===== src/rtl/pipe_stage_skid.sv =====
// Pipeline stage register with valid/ready handshake, one-entry skid buffer, flush and optional bubble zeroing.
// Latency: 1 cycle into the main register; a skidded beat moves to main on the first edge where it is taken.
// Backpressure: in_ready comes straight from state (drops only when the skid holds a beat), so there is no out_ready->in_ready path.
module pipe_stage_skid #(
    parameter int unsigned     DATA_W      = 64,
    parameter int unsigned     PC_W        = 64,
    parameter logic [PC_W-1:0] RESET_PC    = PC_W'(64'h8000_0000),
    parameter bit              BUBBLE_ZERO = 1'b0
) (
    input  logic              clk,
    input  logic              rst,
    input  logic              in_valid,
    output logic              in_ready,
    input  logic [PC_W-1:0]   in_pc,
    input  logic [DATA_W-1:0] in_data,
    output logic              out_valid,
    input  logic              out_ready,
    output logic [PC_W-1:0]   out_pc,
    output logic [DATA_W-1:0] out_data,
    input  logic              flush,
    output logic              held,
    output logic [1:0]        occ
);

    typedef enum logic [1:0] {
        ST_EMPTY = 2'd0,
        ST_BUSY  = 2'd1,
        ST_FULL  = 2'd2
    } state_t;

    state_t state_q;
    state_t state_d;

    logic              main_v;
    logic              skid_v;
    logic              accept;
    logic              take;
    logic              load_main_in;
    logic              load_main_skid;
    logic              load_skid;
    logic              zero_main;
    logic [PC_W-1:0]   skid_pc;
    logic [DATA_W-1:0] skid_data;

    always_ff @(posedge clk or posedge rst) begin
        if (rst) begin
            state_q <= ST_EMPTY;
        end else begin
            state_q <= state_d;
        end
    end

    always_comb begin
        state_d = state_q;
        if (flush) begin
            state_d = ST_EMPTY;
        end else begin
            case (state_q)
                ST_EMPTY: if (accept) state_d = ST_BUSY;
                ST_BUSY: begin
                    if (accept && !take)      state_d = ST_FULL;
                    else if (!accept && take) state_d = ST_EMPTY;
                end
                ST_FULL:  if (take) state_d = ST_BUSY;
                default:  state_d = ST_EMPTY;
            endcase
        end
    end

    always_comb begin
        main_v         = (state_q == ST_BUSY) || (state_q == ST_FULL);
        skid_v         = (state_q == ST_FULL);
        out_valid      = main_v;
        in_ready       = !skid_v;
        occ            = {1'b0, main_v} + {1'b0, skid_v};
        accept         = in_valid && in_ready;
        take           = main_v && out_ready;
        load_main_in   = 1'b0;
        load_main_skid = 1'b0;
        load_skid      = 1'b0;
        if (!flush) begin
            case (state_q)
                ST_EMPTY: load_main_in = accept;
                ST_BUSY: begin
                    load_main_in = accept && take;
                    load_skid    = accept && !take;
                end
                ST_FULL:  load_main_skid = take;
                default:  ;
            endcase
        end
        // Zeroing on every entry into EMPTY; repeating it while already empty is harmless.
        zero_main = BUBBLE_ZERO && (state_d == ST_EMPTY);
    end

    always_ff @(posedge clk or posedge rst) begin
        if (rst) begin
            out_pc   <= RESET_PC;
            out_data <= '0;
        end else if (load_main_in) begin
            out_pc   <= in_pc;
            out_data <= in_data;
        end else if (load_main_skid) begin
            out_pc   <= skid_pc;
            out_data <= skid_data;
        end else if (zero_main) begin
            out_data <= '0;
        end
    end

    always_ff @(posedge clk or posedge rst) begin
        if (rst) begin
            skid_pc   <= '0;
            skid_data <= '0;
        end else if (load_skid) begin
            skid_pc   <= in_pc;
            skid_data <= in_data;
        end
    end

    always_ff @(posedge clk or posedge rst) begin
        if (rst) begin
            held <= 1'b0;
        end else begin
            held <= out_valid && !out_ready && !flush;
        end
    end

endmodule


===== config.mk =====
export PLATFORM = sky130hd
export DESIGN_NAME = pipe_stage_skid
export DESIGN_NICKNAME = d
export VERILOG_FILES = /design/src/rtl/pipe_stage_skid.sv
export SDC_FILE = /design/constraint.sdc
export NUM_CORES = 1
export LEC_CHECK = 0
export CORE_ASPECT_RATIO = 1.5
export CORE_MARGIN = 2
export CORE_UTILIZATION = 45
export DETAILED_ROUTE_END_ITERATION = 6
export MAX_ROUTING_LAYER = met4
export PLACE_DENSITY = 0.89
export SYNTH_ARGS = -nofsm -noshare
export SYNTH_HDL_FRONTEND = slang
export SYNTH_SLANG_ARGS = --single-unit

===== constraint.sdc =====
create_clock -name clk -period 8.4 [get_ports clk]
set_input_delay 0.84 -clock clk [delete_from_list [all_inputs] [get_ports clk]]
set_output_delay 0.84 -clock clk [all_outputs]
set_load 0.005 [all_outputs]

# == Word-level counts from Yosys, hierarchy flattened ==
# Cells that the tools add are included.
# totals
regBits,259
in_bits,133
out_inout_bits,133
wordCells,44
# op_classes
addsub,1
n_eq_ne,5
muxes,16
n_reduce_logical,16
# op_table
op,count
$mux W64,4
$mux W2,5
$logic_and A1 B1 Y1,7
$pmux W2 S3,1
$logic_not A1 Y1,5
$mux W1,5
$ne A4 B3 Y1 const B,1
$ne A3 B2 Y1 const B,1
$ne A3 B3 Y1 const B,1
$reduce_and A3 Y1,1
$add A1 B1 Y2,1
$eq A2 B1 Y1 const B,1
$eq A2 B2 Y1 const B,1
$logic_not A2 Y1,1
$pmux W1 S2,1
$reduce_bool A2 Y1,1
$logic_or A1 B1 Y1,1

# == Depth between registers and ports, before layout ==
# logic_depth
depth_word,9
ltp_mapped,10
mapped_depth_nobuf,6

# == Worst setup path after synthesis ==
# OpenSTA, ideal clock, no wires.
# synth_path
path_type,in2reg
start,in out_ready
end,reg state_q[0]
setup_ns,0.125
arrival_time_ns,1.915
required_time_ns,8.275
setup_slack_ns,6.361
stages,4
n_path_buf,0
cell_sequence,nand2_1 > or2_2 > a222oi_1 > mux2_2
# synth_between
elab_chain_len,6
word_cells_on_any_way,10
classes_between,2 x eq/ne; 3 x mux; 5 x reduce/logical
# synth_rtl
element,line_no,text
start: declaration,17,"input logic out_ready,"
$logic_and A1 B1 Y1 (*),77,take = main_v && out_ready;
$logic_not A1 Y1,61,if (accept && !take) state_d = ST_FULL;
$logic_and A1 B1 Y1,61,
$mux W2,61,
$pmux W2 S3,58,case (state_q)
$mux W2,55,if (flush) begin
end signal: assignment,49,state_q <= state_d;
end: declaration,31,state_t state_q;
# Mark *: on every way between the ends. The rest lies on a longest branch, timed or not.
# A chain may end at the register's enable or synchronous reset.

# == Worst setup path after layout ==
# layout_path
start,in flush
end,reg skid_data[12]
# layout_between
elab_chain_len,1
# layout_rtl
element,line_no,text
start: declaration,20,"input logic flush,"
$mux W1,81,if (!flush) begin
end signal: assignment,117,skid_data <= in_data;
end: declaration,43,logic [DATA_W-1:0] skid_data;
# No other way between the ends.

==> results.py <==
metrics = {
    "pwr": {
        "power.share.clock_pct": 21.9,
        "p_per_area_mw_per_mm2": 337,
        "combPwrFrac_pct": 33.6,
        "power_leakage_nw": 6.90,
        "pwr-share-seq_pct": 44.4,
        "p_int_mw": 3.49,
        "peakVddDrop_uv": 310,
        "finalPower_mw": 4.88,
        "switching_share_pct": 28.4,
        "p_switching_mw": 1.39,
    },
    "floorplanning": {
        "start_util_pct": 46.0,
        "io_pins": 266,
        "coreArea_sq_mm": 0.0237,
        "die_width_um": 131,
        "die_area_sq_mm": 0.0255,
        "rows": 69,
        "fp.dieH_um": 195,
    },
    "logic_synthesis": {
        "synth_ff_type": "dfrtp_1",
        "yosys_warnings": 0,
        "ys_types": 25,
        "synth-seq-cells": 259,
        "yosys.area_share.simple_pct": 5.03,
        "async_flop_share_pct": 100,
        "synth_top_area_share_pct": 59.2,
        "yosysSeqAreaShare_pct": 59.4,
        "synth-adder-area-share_pct": 0.688,
        "post-synth-top-count-cell": "dfrtp_1",
        "postSynthCellCount": 855,
        "synth_mux_area_share_pct": 25.1,
        "synthTopCellsByCount": "dfrtp_1 (258), mux2_2 (129), mux2i_1 (129), nand2_1 (129), o21ai_1 (120)",
        "synth.area.top_cells": "dfrtp_1 (59%), mux2_2 (13%), mux2i_1 (12%)",
        "syn_area_sq_mm": 0.0109,
        "synth_nets": 994,
        "yosysTopAreaCell": "dfrtp_1",
        "synth_area_per_cell_sq_um": 12.8,
        "synth_edf_count": 0,
        "synth_top_family_by_area": "multiplexers",
        "synth_xor_area_share_pct": 0,
        "synth-compound-area-share_pct": 6.10,
    },
    "routing": {
        "avgViaCountPerCell": 5.22,
        "drc": 0,
        "drtPass1Iterations": 5,
        "wirelength_mm": 24.9,
        "vias": 7468,
        "wl_per_cell_um": 17.4,
        "drtAntennaViolNets": 0,
        "drt_iter0_drc": 344,
    },
    "outcome": {
        "outcome": "complete, no violations",
    },
    "placed_design": {
        "port_buffers": 265,
        "hpwl_mm": 16.4,
        "gp_congestion": 0.783,
    },
    "cells_and_area": {
        "area_growth_pct": 32.5,
        "drive_gt1_share_pct": 16.1,
        "layout.nets": 1233,
    },
    "sta": {
        "finalHoldViolations": 0,
        "grt_setup_unrepaired": "no",
        "drv_slew": 0,
        "slew-limit-headroom_pct": 26.4,
        "finalCriticalPeriod_ps": 3390,
        "clock.fmax_ghz": 0.295,
        "tightest_slew_ps": 1100,
        "setup_violations": 0,
        "fin_crit_sh_pct": 40.3,
        "final.setup.tns_ps": 0,
        "finClkSkew_ps": 13.0,
    },
    "setup_path": {
        "critical_path_class": "input pin to flip-flop",
        "crit_arrival_ps": 3770,
        "critical-path-max-stage-delay_ps": 800,
        "cp_top_family": "buffers and inverters",
        "path_buf_inv": 2,
        "endpoint_kind": "flip-flop",
        "crit_path_top_delay_cell": "buf_4",
        "critPathLaunchType": "input pin",
        "cp_cell_sequence": "clkdlybuf4s50_1, nor2_1, nand3_4, buf_4, mux2_2",
        "critical_path_required_ps": 8780,
        "path_max_fanout": 65,
    },
    "cts": {
        "cts_root_buf": "clkbuf_16",
        "htreeDepth": 1,
        "cts.repair.resized": 0,
        "cts.sinks": 259,
        "path_clk_slew_ps": 60,
        "cts_buffer_depth": 3,
        "cts-buffers-inserted": 24,
        "worstSkewPairLatency_ps": 510,
        "cts_setup_buffers": 0,
        "postCtsHoldBufs": 0,
        "cts_tree": "built",
    },
    "global_routing": {
        "grt_pass1_vias": 7742,
        "grt_pass1_wl_mm": 40.4,
        "antenna_found_initial": 3,
        "grt_max_degree": 257,
        "gr-total-overflow": 0,
        "grtUsageTotal_pct": 19.9,
    },
    "min_path": {
        "hp-class": "flip-flop to flip-flop",
    },
    "flow_run": {
        "cap_violations": 0,
    },
}
## cells in the final DEF (no fill, tap or decap), types with 3 or more instances in the layout
master	netlist	routed
ha_1	6	6
o21ai_1	120	120
o21ai_0	8	8
clkbuf_1	13	5
nand2_1	129	129
mux2_2	129	129
mux2i_1	129	129
diode_2	0	3
clkinv_2	0	6
dfrtp_1	258	258
clkbuf_16	0	25
buf_4	6	3
clkbuf_8	0	5
nor2_1	3	3
inv_1	4	3
clkdlybuf4s50_1	0	265
## power groups by stage
stage | Clock [mW] | Combinational (mW) | Sequential (mW)
floorplan | 0 | 0.777 | 2.15
global placement | 0 | 1.59 | 2.15
detailed placement | 0 | 1.65 | 2.19
CTS | 1.10 | 1.66 | 2.17
global route | 1.15 | 1.78 | 2.25
finish | 1.07 | 1.64 | 2.17
## per-stage QoR
step	utilization, %	worst slack (ps)	hold slack, ps	instances	cell area (sq um)
detailed placement	57.6	4550	492	1387	13700
finish	60.9	5010	504	1432	14500
CTS	60.9	5080	505	1429	14500
global route	60.9	4860	515	1432	14500
global placement	57.6	4560	486	1387	13700
floorplan	-	435	479	855	10900
## cells by family (layout without fill, tap and decap cells)
| family | Yosys count | count (layout) |
|---|---|---|
| AO/OA/AOI/OAI | 131 | 131 |
| buffers and inverters | 62 | 317 |
| other | 0 | 3 |
| flip-flops | 259 | 259 |
| multiplexers | 258 | 258 |
| adder cells (fa/ha/maj) | 6 | 6 |
| AND/OR/NAND/NOR | 139 | 139 |
## per-layer routing
layer	track usage, %	wire (um)
met2	34.2	13000
met5	-	0
met3	4.43	1410
met4	7.89	945
met1	22.7	9520
## worst paths after layout
path | from | end | slack, ps | cells past startpoint
worst max-delay path | flush | skid_data[12] | 5010 | 5
worst min-delay path | skid_data[0] | skid_data[0] | 500 | 1
worst max register to register | state_q[1] | skid_data[12] | 5040 | 6
worst min register to register | skid_data[0] | skid_data[0] | 500 | 1
max in group asynchronous | rst | skid_pc[36] | 6200 | 3
min in group asynchronous | rst | out_data[52] | 870 | 2
## final cells by class
cell class	count	area, sq um
Fill cell	1844	9280
Sequential cell	259	6480
Multi-Input combinational cell	534	4060
Timing Repair Buffer	270	2720
Clock buffer	35	713
Tap cell	319	399
Clock inverter	7	60.1
Inverter	5	26.3
Antenna cell	3	7.51
## sequential cells by signal, summed over array words and instances (netlist names)
| register | flops |
|---|---|
| held | 1 |
| skid_pc | 64 |
| out_pc | 64 |
| state_q | 2 |
| out_data | 64 |
| skid_data | 64 |
Power figures use the tool's default switching activity.
